<file path="src/rtl/core_seq_fsm.sv">
// core_seq_fsm: multi-cycle sequencer for the RV64 core datapath.
// Steps each instruction through fetch, execute, optional memory access and
// writeback. It drives the fetch and load/store valid/ready ports, latches the
// instruction register, gates PC/RF commits to a single cycle per instruction,
// and traps on bus errors, illegal instructions or response timeouts.
// All outputs are registered. Each output register is loaded from a value
// computed from the next state, so the outputs line up with the state register.
module core_seq_fsm #(
    parameter int INST_W  = 32,
    parameter int CNT_W   = 64,
    parameter int TIMEOUT = 255
) (
    input  logic              clk,
    input  logic              rst_n,
    input  logic              run,
    output logic              ifu_req_valid,
    input  logic              ifu_req_ready,
    input  logic              ifu_rsp_valid,
    input  logic [INST_W-1:0] ifu_rsp_inst,
    input  logic              ifu_rsp_err,
    output logic [INST_W-1:0] ir,
    input  logic              dec_is_mem,
    input  logic              dec_halt,
    input  logic              dec_illegal,
    output logic              lsu_req_valid,
    input  logic              lsu_req_ready,
    input  logic              lsu_rsp_valid,
    input  logic              lsu_rsp_err,
    output logic              pc_we,
    output logic              rf_we_en,
    output logic              halted,
    output logic              trap,
    output logic [2:0]        trap_cause,
    output logic [CNT_W-1:0]  cycle_cnt,
    output logic [CNT_W-1:0]  instret_cnt
);

    // Response wait budget. The counter is 16 bits, enough for any legal TIMEOUT.
    localparam logic [15:0] TIMEOUT_C = 16'(TIMEOUT);

    // Trap cause encodings.
    localparam logic [2:0] CAUSE_NONE    = 3'd0;
    localparam logic [2:0] CAUSE_FETCH   = 3'd1;
    localparam logic [2:0] CAUSE_ILLEGAL = 3'd2;
    localparam logic [2:0] CAUSE_TIMEOUT = 3'd3;
    localparam logic [2:0] CAUSE_LSU     = 3'd4;

    typedef enum logic [3:0] {
        ST_IDLE   = 4'd0,
        ST_F_REQ  = 4'd1,
        ST_F_WAIT = 4'd2,
        ST_EXEC   = 4'd3,
        ST_M_REQ  = 4'd4,
        ST_M_WAIT = 4'd5,
        ST_WB     = 4'd6,
        ST_HALT   = 4'd7,
        ST_TRAP   = 4'd8
    } state_e;

    // The cycle counter runs in every state except IDLE, HALT and TRAP.
    function automatic logic is_active(input state_e st);
        logic act;
        case (st)
            ST_IDLE, ST_HALT, ST_TRAP: act = 1'b0;
            default:                   act = 1'b1;
        endcase
        return act;
    endfunction

    state_e              state_q, state_d;
    logic [15:0]         wait_q, wait_d;
    logic [15:0]         wait_inc_s;
    logic [INST_W-1:0]   ir_q, ir_d;
    logic [2:0]          cause_q, cause_d;
    logic [CNT_W-1:0]    cycle_q, cycle_d;
    logic [CNT_W-1:0]    instret_q, instret_d;
    logic                retire_s;
    logic                ifu_req_valid_q, ifu_req_valid_d;
    logic                lsu_req_valid_q, lsu_req_valid_d;
    logic                pc_we_q, pc_we_d;
    logic                rf_we_en_q, rf_we_en_d;
    logic                halted_q, halted_d;
    logic                trap_q, trap_d;

    // Next-state logic: sequencing, wait counter, IR capture and trap cause.
    always_comb begin
        state_d    = state_q;
        wait_d     = wait_q;
        ir_d       = ir_q;
        cause_d    = cause_q;
        retire_s   = 1'b0;
        wait_inc_s = wait_q + 16'd1;
        case (state_q)
            ST_IDLE: begin
                if (run) begin
                    state_d = ST_F_REQ;
                end else begin
                    state_d = ST_IDLE;
                end
            end
            ST_F_REQ: begin
                // A response seen here is ignored; only the handshake matters.
                if (ifu_req_ready) begin
                    state_d = ST_F_WAIT;
                    wait_d  = 16'd0;
                end else begin
                    state_d = ST_F_REQ;
                end
            end
            ST_F_WAIT: begin
                if (ifu_rsp_valid) begin
                    if (ifu_rsp_err) begin
                        state_d = ST_TRAP;
                        cause_d = CAUSE_FETCH;
                    end else begin
                        state_d = ST_EXEC;
                        ir_d    = ifu_rsp_inst;
                    end
                end else if (wait_inc_s == TIMEOUT_C) begin
                    state_d = ST_TRAP;
                    cause_d = CAUSE_TIMEOUT;
                end else begin
                    wait_d = wait_inc_s;
                end
            end
            ST_EXEC: begin
                // An illegal instruction wins over ebreak and memory decode.
                if (dec_illegal) begin
                    state_d = ST_TRAP;
                    cause_d = CAUSE_ILLEGAL;
                end else if (dec_halt) begin
                    state_d  = ST_HALT;
                    retire_s = 1'b1;
                end else if (dec_is_mem) begin
                    state_d = ST_M_REQ;
                end else begin
                    state_d = ST_WB;
                end
            end
            ST_M_REQ: begin
                if (lsu_req_ready) begin
                    state_d = ST_M_WAIT;
                    wait_d  = 16'd0;
                end else begin
                    state_d = ST_M_REQ;
                end
            end
            ST_M_WAIT: begin
                if (lsu_rsp_valid) begin
                    if (lsu_rsp_err) begin
                        state_d = ST_TRAP;
                        cause_d = CAUSE_LSU;
                    end else begin
                        state_d = ST_WB;
                    end
                end else if (wait_inc_s == TIMEOUT_C) begin
                    state_d = ST_TRAP;
                    cause_d = CAUSE_TIMEOUT;
                end else begin
                    wait_d = wait_inc_s;
                end
            end
            ST_WB: begin
                retire_s = 1'b1;
                if (run) begin
                    state_d = ST_F_REQ;
                end else begin
                    state_d = ST_IDLE;
                end
            end
            ST_HALT: begin
                state_d = ST_HALT;
            end
            ST_TRAP: begin
                state_d = ST_TRAP;
            end
            default: begin
                // Unreachable encodings fall back to a safe idle state.
                state_d = ST_IDLE;
                cause_d = CAUSE_NONE;
            end
        endcase
    end

    // Counters: active cycles and retired instructions, both wrapping.
    always_comb begin
        cycle_d   = cycle_q;
        instret_d = instret_q;
        if (is_active(state_q)) begin
            cycle_d = cycle_q + CNT_W'(1'b1);
        end else begin
            cycle_d = cycle_q;
        end
        if (retire_s) begin
            instret_d = instret_q + CNT_W'(1'b1);
        end else begin
            instret_d = instret_q;
        end
    end

    // Output decode from the next state so registered outputs track the state.
    always_comb begin
        ifu_req_valid_d = 1'b0;
        lsu_req_valid_d = 1'b0;
        pc_we_d         = 1'b0;
        rf_we_en_d      = 1'b0;
        halted_d        = 1'b0;
        trap_d          = 1'b0;
        case (state_d)
            ST_F_REQ: ifu_req_valid_d = 1'b1;
            ST_M_REQ: lsu_req_valid_d = 1'b1;
            ST_WB: begin
                pc_we_d    = 1'b1;
                rf_we_en_d = 1'b1;
            end
            ST_HALT:  halted_d = 1'b1;
            ST_TRAP:  trap_d   = 1'b1;
            default: begin
                ifu_req_valid_d = 1'b0;
            end
        endcase
    end

    // State, datapath and output registers with asynchronous reset to idle.
    always_ff @(posedge clk or negedge rst_n) begin
        if (!rst_n) begin
            state_q         <= ST_IDLE;
            wait_q          <= 16'd0;
            ir_q            <= '0;
            cause_q         <= CAUSE_NONE;
            cycle_q         <= '0;
            instret_q       <= '0;
            ifu_req_valid_q <= 1'b0;
            lsu_req_valid_q <= 1'b0;
            pc_we_q         <= 1'b0;
            rf_we_en_q      <= 1'b0;
            halted_q        <= 1'b0;
            trap_q          <= 1'b0;
        end else begin
            state_q         <= state_d;
            wait_q          <= wait_d;
            ir_q            <= ir_d;
            cause_q         <= cause_d;
            cycle_q         <= cycle_d;
            instret_q       <= instret_d;
            ifu_req_valid_q <= ifu_req_valid_d;
            lsu_req_valid_q <= lsu_req_valid_d;
            pc_we_q         <= pc_we_d;
            rf_we_en_q      <= rf_we_en_d;
            halted_q        <= halted_d;
            trap_q          <= trap_d;
        end
    end

    assign ifu_req_valid = ifu_req_valid_q;
    assign lsu_req_valid = lsu_req_valid_q;
    assign ir            = ir_q;
    assign pc_we         = pc_we_q;
    assign rf_we_en      = rf_we_en_q;
    assign halted        = halted_q;
    assign trap          = trap_q;
    assign trap_cause    = cause_q;
    assign cycle_cnt     = cycle_q;
    assign instret_cnt   = instret_q;

endmodule
</file>
<file path="config.mk">
export PLATFORM = sky130hd
export DESIGN_NAME = core_seq_fsm
export DESIGN_NICKNAME = d
export VERILOG_FILES = /design/src/rtl/core_seq_fsm.sv
export SDC_FILE = /design/constraint.sdc
export NUM_CORES = 1
export LEC_CHECK = 0
export ABC_AREA = 1
export BUFFER_PORTS_ARGS = -buffer_cell sky130_fd_sc_hd__buf_2
export CAP_MARGIN = 20
export CORE_UTILIZATION = 35
export DETAILED_ROUTE_END_ITERATION = 7
export HOLD_SLACK_MARGIN = 0.15
export SLEW_MARGIN = 15
export SYNTH_ARGS = -nofsm -noshare
export SYNTH_HDL_FRONTEND = slang
export SYNTH_SLANG_ARGS = --single-unit
</file>
<file path="constraint.sdc">
create_clock -name clk -period 2.6 [get_ports clk]
set_input_delay 0.26 -clock clk [delete_from_list [all_inputs] [get_ports clk]]
set_output_delay 0.26 -clock clk [all_outputs]
set_load 0.1 [all_outputs]
</file>
==> results of run 1 <==
-- cell usage in the layout (no fill, tap or decap), types with 38 or more instances in the layout --
cell type  count
inv_1        161
nand4_1       74
xor2_1        84
nor2_1       156
nand2_1      352
nor3_1        56
dfrtp_1      184
o21ai_0       40
buf_2        211
nand3_1       72
xnor2_1       38
-- through the flow --
| stage | area (um2) | util | setup slack (ns) |
|---|---|---|---|
| after global placement | 12500 | 0.409 | 0.180 |
| after CTS | 13500 | 0.441 | 0.125 |
| after detailed placement | 12500 | 0.409 | 0.157 |
| after floorplan | 10800 | - | 0.0692 |
| final | 13500 | 0.441 | 0.257 |
| after global routing | 13500 | 0.441 | 0.00530 |
-- critical path, stage by stage (launching register included) --
cell	delay [ns]
dfrtp_2	0.42
ha_1	0.31
nand3_1	0.19
nor2_1	0.47
nand3_1	0.22
nor2_2	0.20
nand2_1	0.12
nor3b_2	0.18
xor2_1	0.17
-- registers in the layout, summed over array words and instances, names as in the netlist --
register / count
cycle_cnt: 64
halted: 1
ifu_req_valid: 1
instret_cnt: 64
ir: 32
lsu_req_valid: 1
rf_we_en: 1
state_q: 4
trap: 1
trap_cause: 3
wait_q: 16
-- layout make-up --
type	count	area (um2)	area share
clock buffer	18	429	0.0319
clock inverter	14	184	0.0137
inverter	165	619	0.0460
multi-input combinational	1003	5430	0.403
sequential	188	4710	0.350
tap	396	495	0.0368
timing repair buffer	265	1600	0.119
-- layer usage --
metal	up-vias	track usage	part of all wire
li1	4967	-	-
met1	4732	0.280	0.45
met2	341	0.339	0.46
met3	58	0.0413	0.060
met4	0	0.0702	0.025
met5	-	0	0
-- power by group --
| part | leakage (uW) | switching (uW) | total [uW] | internal, uW |
|---|---|---|---|---|
| Clock | 0.000291 | 1240 | 2780 | 1540 |
| Sequential | 0.00251 | 361 | 3730 | 3370 |
| Combinational | 0.00376 | 4370 | 5370 | 993 |
| Total | 0.00656 | 5980 | 11900 | 5900 |
-- worst max path at each step --
stage	slack (ns)	endpoint	start	cells past startpoint
floorplan	0.07	cycle_cnt[58]	cycle_cnt[2]	10
global placement	0.18	cycle_cnt[58]	cycle_cnt[1]	11
detailed placement	0.16	cycle_cnt[58]	cycle_cnt[1]	11
CTS	0.12	cycle_cnt[58]	cycle_cnt[1]	11
global route	0.005	lsu_req_valid	wait_q[0]	15
finish	0.26	instret_cnt[56]	instret_cnt[0]	8
-- cells by family after synthesis --
kind of cell	Yosys count	share of synthesized area
multiplexers	32	0.0333
buffers and inverters	182	0.0650
AO/OA/AOI/OAI	56	0.0267
XOR/XNOR	122	0.0986
flip-flops	188	0.434
adder cells (fa/ha/maj)	4	0.00462
AND/OR/NAND/NOR	789	0.337
-- timing repair --
action                                 4_1_cts  5_1_grt
endpoints found under the hold margin       94        0
buffers inserted                             0        0
gates resized for setup                      0        2
setup endpoints to repair                    0        2
hold buffers                                37        0
==> reports/results.md, run 1 <==
| Stage | Quantity | Value |
|---|---|---|
| global routing | Pin count of the biggest net entering global routing | 63 |
| timing | Setup repair after global routing missed its margin | no |
| global routing | Vias in the first global route | 9833 |
| timing | Least-Margin Pin Slew | 0.619 ns |
| synthesis | Cells after Synth | 1373 |
| routing | Average routed wire per standard cell | 15.9 um |
| clocking | Clock H-tree levels | 4 |
| place | Final weighted congestion in routability-driven placement | 0.941 |
| clocking | CTS tree | built |
| job | # Max-Cap Violations | 0 |
| floorplanning | Core box area | 0.0305 mm2 |
| timing | Hold Violations, Final | 0 |
| floorplanning | Number of placement rows | 64 |
| synthesis | Library cell with the largest summed area after synthesis | dfrtp_1 |
| global routing | First-pass GRT wire length | 51.5 mm |
| timing | Period utilization | 0.901 |
| global routing | Initial antenna violation count | 0 |
| setup path | Length in cells of the worst reg-to-reg path | 8 |
| pwr | Leakage Power | 0.00656 uW |
| synthesis | Share of flip-flops with an asynchronous set or reset after synthesis | 1.00 |
| routing | Final WL | 32.6 mm |
| routing | Antenna Nets Post-Route | 0 |
| timing | Accumulated negative setup slack | 0 ns |
| routing | Post-detailed-route DRC marker count | 0 |
| setup path | Arrival time of data at the critical path endpoint | 2.71 ns |
| synthesis | Combined area of all synthesized cells | 0.0108 mm2 |
| layout | Layout fillers | 3073 |
| synthesis | Portion of the post-synthesis area used by sequential elements | 0.434 |
| routing | Via total after detailed routing | 10100 |
| synthesis | Count of flip-flops with a built-in enable after synthesis | 0 |
| layout | Antenna cells | 0 |
| clocking | Clk root buf | clkbuf_16 |
| synthesis | Mean cell area of the mapped netlist | 7.89 um2 |
| clocking | Clock insertion delay at the later pin of the skew report | 0.45 ns |
| timing | Number of endpoints failing setup at the final stage | 0 |
| pwr | Power density normalized to cell area | 882 mW/mm2 |
| timing | Clock Skew | 0.0142 ns |
| worst hold path | Type of the most critical hold path | primary input to flip-flop |
| synthesis | Top cells by area, synth | dfrtp_1 (43%), nand2_1 (12%), xor2_1 (6.8%), inv_1 (5.6%), nor2_1 (5.4%) |
| timing | Relative max-transition margin | 0.584 |
| routing | Vias per std cell | 4.93 |
| setup path | Element type at the critical path end | flip-flop |
| setup path | Reg2Reg Setup Slack | 0.26 ns |
| global routing | Final global-route overflow total | 0 |
| floorplanning | Area enclosed by the die boundary | 0.0317 mm2 |
| timing | Pins over their slew limit | 0 |
| synthesis | Library cell with the highest instance count after synthesis | nand2_1 |
| setup path | Type of the worst setup path | flip-flop to flip-flop |
| layout | Layout cell share with drive strength beyond 1 | 0.214 |
| synthesis | Count of synthesis-stage warnings from yosys | 0 |
| clocking | Clock tree sinks | 188 |
| layout | Non-Filler Instances | 2049 |
| timing | Maximum frequency from static timing analysis | 427 MHz |
| setup path | R2r startpoint | instret_cnt[0] |
| place | Dpl hpwl | 25.0 mm |
| layout | Area growth from synthesis to layout | 24.4% |
| floorplanning | Io pins | 213 |
| worst hold path | Worst min-delay path startpoint | ifu_rsp_valid |
| synthesis | Most frequent cells after synthesis | nand2_1 (353), dfrtp_1 (188), inv_1 (161) |
| pwr | Tot Pwr | 11900 uW |
| synthesis | Syn_nets | 1421 |
| pwr | VDD IR-drop max | 836 uV |
| routing | Detailed-routing iteration count for the pre-antenna-repair pass | 7 |
| layout | Total Nets Final | 1688 |
| routing | DRC violation total after the first TritonRoute iteration | 653 |
| worst hold path | Worst Hold Depth | 4 |
| synthesis | Number of library cell types mapped by synthesis | 40 |
| synthesis | Register bit total from synthesis | 188 |
| place | Number of placed instances, taps included | 1980 |
| setup path | Maximum net fanout on the critical path | 6 |
| worst hold path | Worst Hold Endpoint | state_q[1] |
| clocking | Clock input transition at the sequential cells of the worst setup and hold paths | 0.07 ns |
| setup path | Data required, critical path | 2.96 ns |
| global routing | Total routing usage reported by global routing | 0.210 |
| run status | Outcome | completed |
| place | Port-buffer cells | 212 |
| timing | Final critical path time including I/O delays and setup | 2.34 ns |
| clocking | TritonCTS buffer count | 17 |
| floorplanning | Die span in y | 178 um |
| floorplanning | Horizontal extent of the die | 178 um |
| clocking | Clock buffer depth | 2 |
| setup path | Worst reg2reg path endpoint | instret_cnt[56] |
| setup path | Sort of element at the start of the critical path | flip-flop |
| synthesis | Share of Yosys cell area claimed by the top area cell type | 0.434 |
| timing | Hold Worst Slack | 0.193 ns |
| synthesis | Top FF cell, synth | dfrtp_1 |
| floorplanning | Starting density of the core | 0.355 |
No activity file was read; power rests on OpenSTA's default activity.
==> inputs of run 2 (changes only) <==
--- a/config.mk
+++ b/config.mk
@@ -8,6 +8,7 @@
 export ABC_AREA = 1
 export BUFFER_PORTS_ARGS = -buffer_cell sky130_fd_sc_hd__buf_2
 export CAP_MARGIN = 20
+export CORE_MARGIN = 1.5
 export CORE_UTILIZATION = 35
 export DETAILED_ROUTE_END_ITERATION = 7
 export HOLD_SLACK_MARGIN = 0.15
==> run 2 against run 1 <==
Wire length fell by 1.1%. Non-clock buffer count rose by 4. Utilization fell by 0.086 points. Via count rose by 0.37%. Count of clock-buffer cells in the layout fell by 1.
==> reports/results.md, run 2 (synthesized netlist as in run 1, its figures left out) <==
| Stage | Quantity | Value | Change |
|---|---|---|---|
| clocking | Clk root buf | clkbuf_16 |  |
| routing | Via total after detailed routing | 10100 | +0.37% |
| global routing | Final global-route overflow total | 0 | unchanged |
| floorplanning | Die span in y | 179 um | +0.56% |
| timing | Hold Worst Slack | 0.194 ns | +0.00153 ns |
| worst hold path | Worst min-delay path startpoint | dec_illegal |  |
| run status | Outcome | completed |  |
| clocking | Clock H-tree levels | 4 | unchanged |
| layout | Layout cell share with drive strength beyond 1 | 0.218 | +0.00371 |
| routing | Vias per std cell | 4.94 | +0.17% |
| worst hold path | Type of the most critical hold path | primary input to flip-flop |  |
| timing | Number of endpoints failing setup at the final stage | 0 | unchanged |
| clocking | Clock tree sinks | 188 | unchanged |
| setup path | Element type at the critical path end | flip-flop |  |
| floorplanning | Core box area | 0.0305 mm2 | unchanged |
| layout | Cell area after layout | 0.0134 mm2 | -0.20% |
| floorplanning | Area enclosed by the die boundary | 0.0320 mm2 | +1.1% |
| global routing | Vias in the first global route | 9911 | +0.79% |
| global routing | Pin count of the biggest net entering global routing | 74 | +17% |
| routing | Antenna Nets Post-Route | 0 | unchanged |
| setup path | Length in cells of the worst reg-to-reg path | 14 | +6 |
| routing | Detailed-routing iteration count for the pre-antenna-repair pass | 5 | -2 |
| floorplanning | Starting density of the core | 0.355 | unchanged |
| timing | Least-Margin Pin Slew | 0.628 ns | +0.00860 ns |
| global routing | Total routing usage reported by global routing | 0.207 | -0.00306 |
| layout | Most frequent cells in the layout | nand2_1 (351), buf_2 (211), dfrtp_1 (184) |  |
| clocking | Clock buffer depth | 2 | unchanged |
| timing | Final critical path time including I/O delays and setup | 2.35 ns | +0.00969 ns |
| place | Instance area at placement | 0.0125 mm2 | -0.10% |
| pwr | VDD IR-drop max | 1060 uV | +27% |
| timing | Accumulated negative setup slack | 0 ns | unchanged |
| pwr | Leakage Power | 0.00656 uW | about the same |
| worst hold path | Worst Hold Depth | 3 | -1 |
| timing | Relative max-transition margin | 0.578 | -0.00579 |
| layout | Total Nets Final | 1692 | +0.24% |
| layout | Area growth from synthesis to layout | 24.1% |  |
| setup path | Arrival time of data at the critical path endpoint | 2.74 ns | +0.03 ns |
| setup path | Sort of element at the start of the critical path | flip-flop |  |
| timing | Setup repair after global routing missed its margin | no |  |
| clocking | Clock input transition at the sequential cells of the worst setup and hold paths | 0.08 ns | about the same |
| worst hold path | Worst Hold Endpoint | state_q[3] |  |
| clocking | TritonCTS buffer count | 17 | unchanged |
| routing | Average routed wire per standard cell | 15.7 um | -1.2% |
| routing | Post-detailed-route DRC marker count | 0 | unchanged |
| global routing | First-pass GRT wire length | 51.2 mm | -0.71% |
| timing | Clock Skew | 0.0128 ns | -0.00140 ns |
| floorplanning | Horizontal extent of the die | 179 um | +0.56% |
| setup path | R2r startpoint | wait_q[0] |  |
| timing | Pins over their slew limit | 0 | unchanged |
| pwr | Power density normalized to cell area | 867 mW/mm2 | -1.6% |
| clocking | CTS tree | built |  |
| timing | Period utilization | 0.905 | +0.00373 |
| setup path | Worst reg2reg path endpoint | trap |  |
| setup path | Type of the worst setup path | flip-flop to flip-flop |  |
| layout | Most common cell after layout, fill and taps aside | nand2_1 |  |
| place | Final weighted congestion in routability-driven placement | 0.931 | -1.1% |
| routing | Final WL | 32.2 mm | -1.1% |
| clocking | Clock insertion delay at the later pin of the skew report | 0.45 ns | about the same |
| setup path | Maximum net fanout on the critical path | 5 | -1 |
| setup path | Reg2Reg Setup Slack | 0.25 ns | about the same |
| floorplanning | Number of placement rows | 64 | unchanged |
| floorplanning | Io pins | 213 | unchanged |
| global routing | Initial antenna violation count | 0 | unchanged |
| place | Dpl hpwl | 24.9 mm | -0.39% |
| setup path | Data required, critical path | 2.99 ns | +0.03 ns |
| timing | Maximum frequency from static timing analysis | 425 MHz | -0.41% |
| place | Port-buffer cells | 212 | unchanged |
| routing | DRC violation total after the first TritonRoute iteration | 673 | +3.1% |
| job | # Max-Cap Violations | 0 | unchanged |
| timing | Hold Violations, Final | 0 | unchanged |
| layout | Antenna cells | 0 | unchanged |
==> run 2: layer usage <==
layer	vias up	GRT usage	part of all wire
met1	4806	0.270	0.45
li1	4981	-	-
met5	-	0	0
met3	40	0.0450	0.061
met2	308	0.338	0.47
met4	0	0.0712	0.022
==> run 2: worst max path at each step <==
stage                         end  depth (start not counted)          from
finish                       trap                         14     wait_q[0]
detailed placement  cycle_cnt[58]                         11  cycle_cnt[1]
global route                 trap                         12     wait_q[1]
CTS                          trap                         14     wait_q[1]
global placement    cycle_cnt[58]                         11  cycle_cnt[1]
floorplan           cycle_cnt[58]                         10  cycle_cnt[2]
==> run 2: critical path, stage by stage (launching register included) <==
cell           delay, ns
dfrtp_1             0.40
ha_2                0.22
nand3_2             0.13
nor2_4              0.16
nand2_1             0.07
nand2_1             0.08
nand2_1             0.05
nor2_1              0.13
nand2_1             0.07
nor2_1              0.12
nand2_2             0.11
nand2_1             0.08
nand2_1             0.07
nand3_1             0.07
dlygate4sd3_1       0.54
==> run 2: where the power goes <==
part,total (uW),internal [uW],switching (uW)
clock,2550,1260,1290
sequential,3720,3370,358
combinational,5380,1000,4380
total,11700,5630,6030
==> run 2: layout make-up <==
type | instances | area [um2]
Clock inverter | 15 | 133
Fill cell | 3080 | 17100
Inverter | 165 | 619
Multi-Input combinational cell | 1003 | 5440
Sequential cell | 188 | 4710
Tap cell | 396 | 495
Clock buffer | 17 | 425
Timing Repair Buffer | 269 | 1620
==> run 2: timing repair <==
action | CTS | global route
setup endpoints to repair | 0 | 2
hold buffers | 38 | 0
setup buffers | 0 | 3
endpoints found under the hold margin | 106 | 0
resized for setup | 0 | 6
==> run 2: through the flow <==
stage	setup WS (ns)	power [uW]	instances	util
2_1_floorplan	0.0692	8020	1373	-
6_report	0.247	11700	2053	0.441
5_1_grt	0.0333	12200	2053	0.441
3_5_place_dp	0.250	9090	1980	0.409
4_1_cts	0.0822	11700	2050	0.439
3_3_place_gp	0.254	9040	1980	0.409
==> inputs of run 3 (changes only) <==
--- a/config.mk
+++ b/config.mk
@@ -6,7 +6,7 @@
 export NUM_CORES = 1
 export LEC_CHECK = 0
 export ABC_AREA = 1
-export BUFFER_PORTS_ARGS = -buffer_cell sky130_fd_sc_hd__buf_2
+export BUFFER_PORTS_ARGS = -buffer_cell sky130_fd_sc_hd__buf_4
 export CAP_MARGIN = 20
 export CORE_MARGIN = 1.5
 export CORE_UTILIZATION = 35
==> constraint.sdc (replaced) <==
create_clock -name clk -period 2.2 [get_ports clk]
set_input_delay 0.22 -clock clk [delete_from_list [all_inputs] [get_ports clk]]
set_output_delay 0.22 -clock clk [all_outputs]
set_load 0.1 [all_outputs]
==> run 3 against run 2 <==
Wire length grew 5.3%. Critical path type unchanged. Utilization grew 3.6 points. Cell count grew 1.9%. Clock power grew 33%. Critical endpoint is now lsu_req_valid. Largest cell class unchanged. Combinational power grew 28%. Sequential share of layout area shrank 2.1 points. Register-to-register slack lost 0.09 ns. Highest routed layer unchanged.
==> reports/results.md, run 3 (synthesized netlist as in run 1, its figures left out) <==
| Stage | Quantity | Value | Change |
|---|---|---|---|
| routing | Post-detailed-route DRC marker count | 0 | unchanged |
| timing | Hold Violations, Final | 0 | unchanged |
| setup path | Worst setup startpoint | wait_q[1] |  |
| global routing | Pin count of the biggest net entering global routing | 64 | -14% |
| place | Number of placed instances, taps included | 2018 | +1.9% |
| layout | Antenna cells | 0 | unchanged |
| layout | Cell area after layout | 0.0145 mm2 | +8.2% |
| timing | Relative max-transition margin | 0.611 | +0.0330 |
| global routing | First-pass GRT wire length | 53.8 mm | +5.1% |
| routing | Via total after detailed routing | 10400 | +2.7% |
| timing | Maximum frequency from static timing analysis | 489 MHz | +15% |
| setup path | Capture point of the worst path | lsu_req_valid |  |
| global routing | Total routing usage reported by global routing | 0.217 | +0.0103 |
| layout | Multi-input gate area in the final layout | 0.00552 mm2 | +1.4% |
| floorplanning | Number of placement rows | 64 | unchanged |
| clocking | Clock insertion delay at the later pin of the skew report | 0.45 ns | about the same |
| setup path | Slowest CP cell | dfrtp_2 |  |
| place | Dpl hpwl | 26.3 mm | +5.5% |
| setup path | Arrival time of data at the critical path endpoint | 2.41 ns | -0.33 ns |
| pwr | Part of the power in registers | 0.305 | -0.014 |
| setup path | Sort of element at the start of the critical path | flip-flop |  |
| timing | Pins over their slew limit | 0 | unchanged |
| routing | Vias per std cell | 4.98 | +0.81% |
| setup path | Element type at the critical path end | flip-flop |  |
| worst hold path | Type of the most critical hold path | primary input to flip-flop |  |
| setup path | Maximum net fanout on the critical path | 7 | +2 |
| layout | Layout cell share with drive strength beyond 1 | 0.275 | +0.0575 |
| pwr | Clk pwr share | 0.230 | +0.011 |
| place | Final weighted congestion in routability-driven placement | 0.922 | -1.0% |
| clocking | Clk root buf | clkbuf_16 |  |
| setup path | Cell mode on critical path | nand2_1 |  |
| floorplanning | Io pins | 213 | unchanged |
| layout | Area growth from synthesis to layout | 34.2% |  |
| pwr | Switching part of the total | 0.483 | -0.0336 |
| routing | DRC violation total after the first TritonRoute iteration | 687 | +2.1% |
| layout | Non-Filler Instances | 2092 | +1.9% |
| floorplanning | Die span in y | 179 um | unchanged |
| clocking | Clock input transition at the sequential cells of the worst setup and hold paths | 0.07 ns | about the same |
| layout | Sequential cell area | 0.00479 mm2 | +1.8% |
| clocking | Clock tree sinks | 188 | unchanged |
| setup path | Data required, critical path | 2.57 ns | -0.42 ns |
| timing | Final critical path time including I/O delays and setup | 2.04 ns | -0.309 ns |
| setup path | Reg2Reg Setup Slack | 0.16 ns | -0.09 ns |
| floorplanning | Horizontal extent of the die | 179 um | unchanged |
| job | # Max-Cap Violations | 0 | unchanged |
| floorplanning | Starting density of the core | 0.355 | unchanged |
| place | Port-buffer cells | 212 | unchanged |
| setup path | R2r startpoint | wait_q[1] |  |
| timing | Number of endpoints failing setup at the final stage | 0 | unchanged |
| floorplanning | Area enclosed by the die boundary | 0.0320 mm2 | unchanged |
| clocking | CTS tree | built |  |
| global routing | Initial antenna violation count | 0 | unchanged |
| run status | Outcome | completed |  |
| pwr | Internal | 7620 uW | +35% |
| pwr | Leakage Power | 0.00678 uW | +3.3% |
| setup path | Type of the worst setup path | flip-flop to flip-flop |  |
| pwr | Power share of the combinational group | 0.465 | +0.003 |
| place | Instance area at placement | 0.0134 mm2 | +7.4% |
| layout | Layout fillers | 2962 | -3.8% |
| pwr | Power density normalized to cell area | 1020 mW/mm2 | +17% |
| setup path | Worst reg2reg path endpoint | lsu_req_valid |  |
| timing | Least-Margin Pin Slew | 0.584 ns | -0.0437 ns |
| clocking | Clock buffer depth | 2 | unchanged |
| timing | Setup repair after global routing missed its margin | yes |  |
| setup path | Length in cells of the worst reg-to-reg path | 15 | +1 |
| routing | Antenna Nets Post-Route | 0 | unchanged |
| clocking | TritonCTS buffer count | 17 | unchanged |
| timing | Accumulated negative setup slack | 0 ns | unchanged |
| layout | Most frequent cells in the layout | nand2_1 (351), buf_4 (264), inv_1 (160) |  |
| timing | Period utilization | 0.929 | +0.0239 |
| clocking | Clock H-tree levels | 4 | unchanged |
| setup path | CP Cell Sequence | ha_4 -> nand3_2 -> nor2_4 -> nand2_1 -> nand2_1 -> nand2_1 -> nor2_2 -> nand2_1 -> nor2_2 -> nand2_2 -> nand2_2 -> nand2_2 -> inv_1 -> nand2_1 -> nor2_1 |  |
| routing | Average routed wire per standard cell | 16.2 um | +3.3% |
| floorplanning | Core box area | 0.0305 mm2 | unchanged |
| pwr | VDD IR-drop max | 1110 uV | +4.1% |
| routing | Detailed-routing iteration count for the pre-antenna-repair pass | 5 | unchanged |
| layout | Total Nets Final | 1732 | +2.4% |
| pwr | Net switching power | 7140 uW | +18% |
| setup path | Largest stage delay, worst path | 0.42 ns | -0.12 ns |
| global routing | Final global-route overflow total | 0 | unchanged |
| pwr | Tot Pwr | 14800 uW | +27% |
| routing | Final WL | 33.9 mm | +5.3% |
| global routing | Vias in the first global route | 10100 | +1.8% |
| layout | Most common cell after layout, fill and taps aside | nand2_1 |  |
| timing | Clock Skew | 0.0127 ns | -0.0000707 ns |
-- run 3: changes by cell type in the layout (fill, tap and decap cells not counted), moves of 4 or more --
cell | before | now
buf_4 | 17 | 264
buf_2 | 211 | 0
dfrtp_1 | 184 | 125
dfrtp_2 | 4 | 59
clkinv_4 | 6 | 0
nor2_1 | 155 | 150
bufinv_16 | 0 | 4
dfrtp_4 | 0 | 4
inv_8 | 4 | 0
nor2_4 | 9 | 13
-- run 3: stage by stage --
stage	hold slack [ns]	utilization	setup slack (ns)
2_1_floorplan	-0.0756	-	-0.00434
3_3_place_gp	0.266	0.439	-0.00198
3_5_place_dp	0.265	0.439	-0.00738
4_1_cts	0.189	0.473	0.0249
5_1_grt	0.265	0.477	-0.0345
6_report	0.226	0.477	0.156
-- run 3: cell type report --
type | count | area share
repair buffers | 309 | 0.170
multi-input cells | 1003 | 0.380
inverters | 165 | 0.0426
clock buffers | 21 | 0.0324
flip-flops and latches | 188 | 0.330
well taps | 396 | 0.0341
clock inverters | 10 | 0.0112
-- run 3: how the worst min path moves through the flow --
stage / start / endpoint / depth (start not counted)
floorplan: rst_n / cycle_cnt[10] / 0
global placement: rst_n / ir[10] / 1
detailed placement: rst_n / ir[10] / 1
CTS: dec_halt / state_q[0] / 5
global route: dec_halt / state_q[0] / 5
finish: dec_halt / state_q[0] / 5
-- run 3: timing repair --
item                                   in CTS  in global routing
resized for setup                           1                 25
buffers inserted                            2                  2
endpoints found under the hold margin      95                  0
pin swaps                                   1                  6
setup endpoints to repair                   5                 73
hold buffers                               39                  0
-- run 3: power by group through the flow --
stage / clock (uW) / combinational, uW / sequential, uW
CTS: 3480 / 6830 / 4480
global route: 3620 / 7200 / 4580
finish: 3400 / 6860 / 4500
detailed placement: 0 / 6710 / 4540
global placement: 0 / 6690 / 4520
floorplan: 0 / 1680 / 7830
-- run 3: layer usage --
metal / up-vias / share of wire / wire length, um / GRT usage
li1: 5055 / - / - / -
met1: 4959 / 0.45 / 15300 / 0.290
met2: 346 / 0.48 / 16200 / 0.358
met3: 51 / 0.051 / 1730 / 0.0350
met4: 0 / 0.022 / 760 / 0.0712
met5: - / 0 / 0 / 0
-- run 3: critical path, delay by kind of cell, from the launching register on --
family / cells / cell delay, ns
simple gates: 13 / 1.32
buf+inv: 1 / 0.06
flops: 1 / 0.42
fa+ha+maj: 1 / 0.15
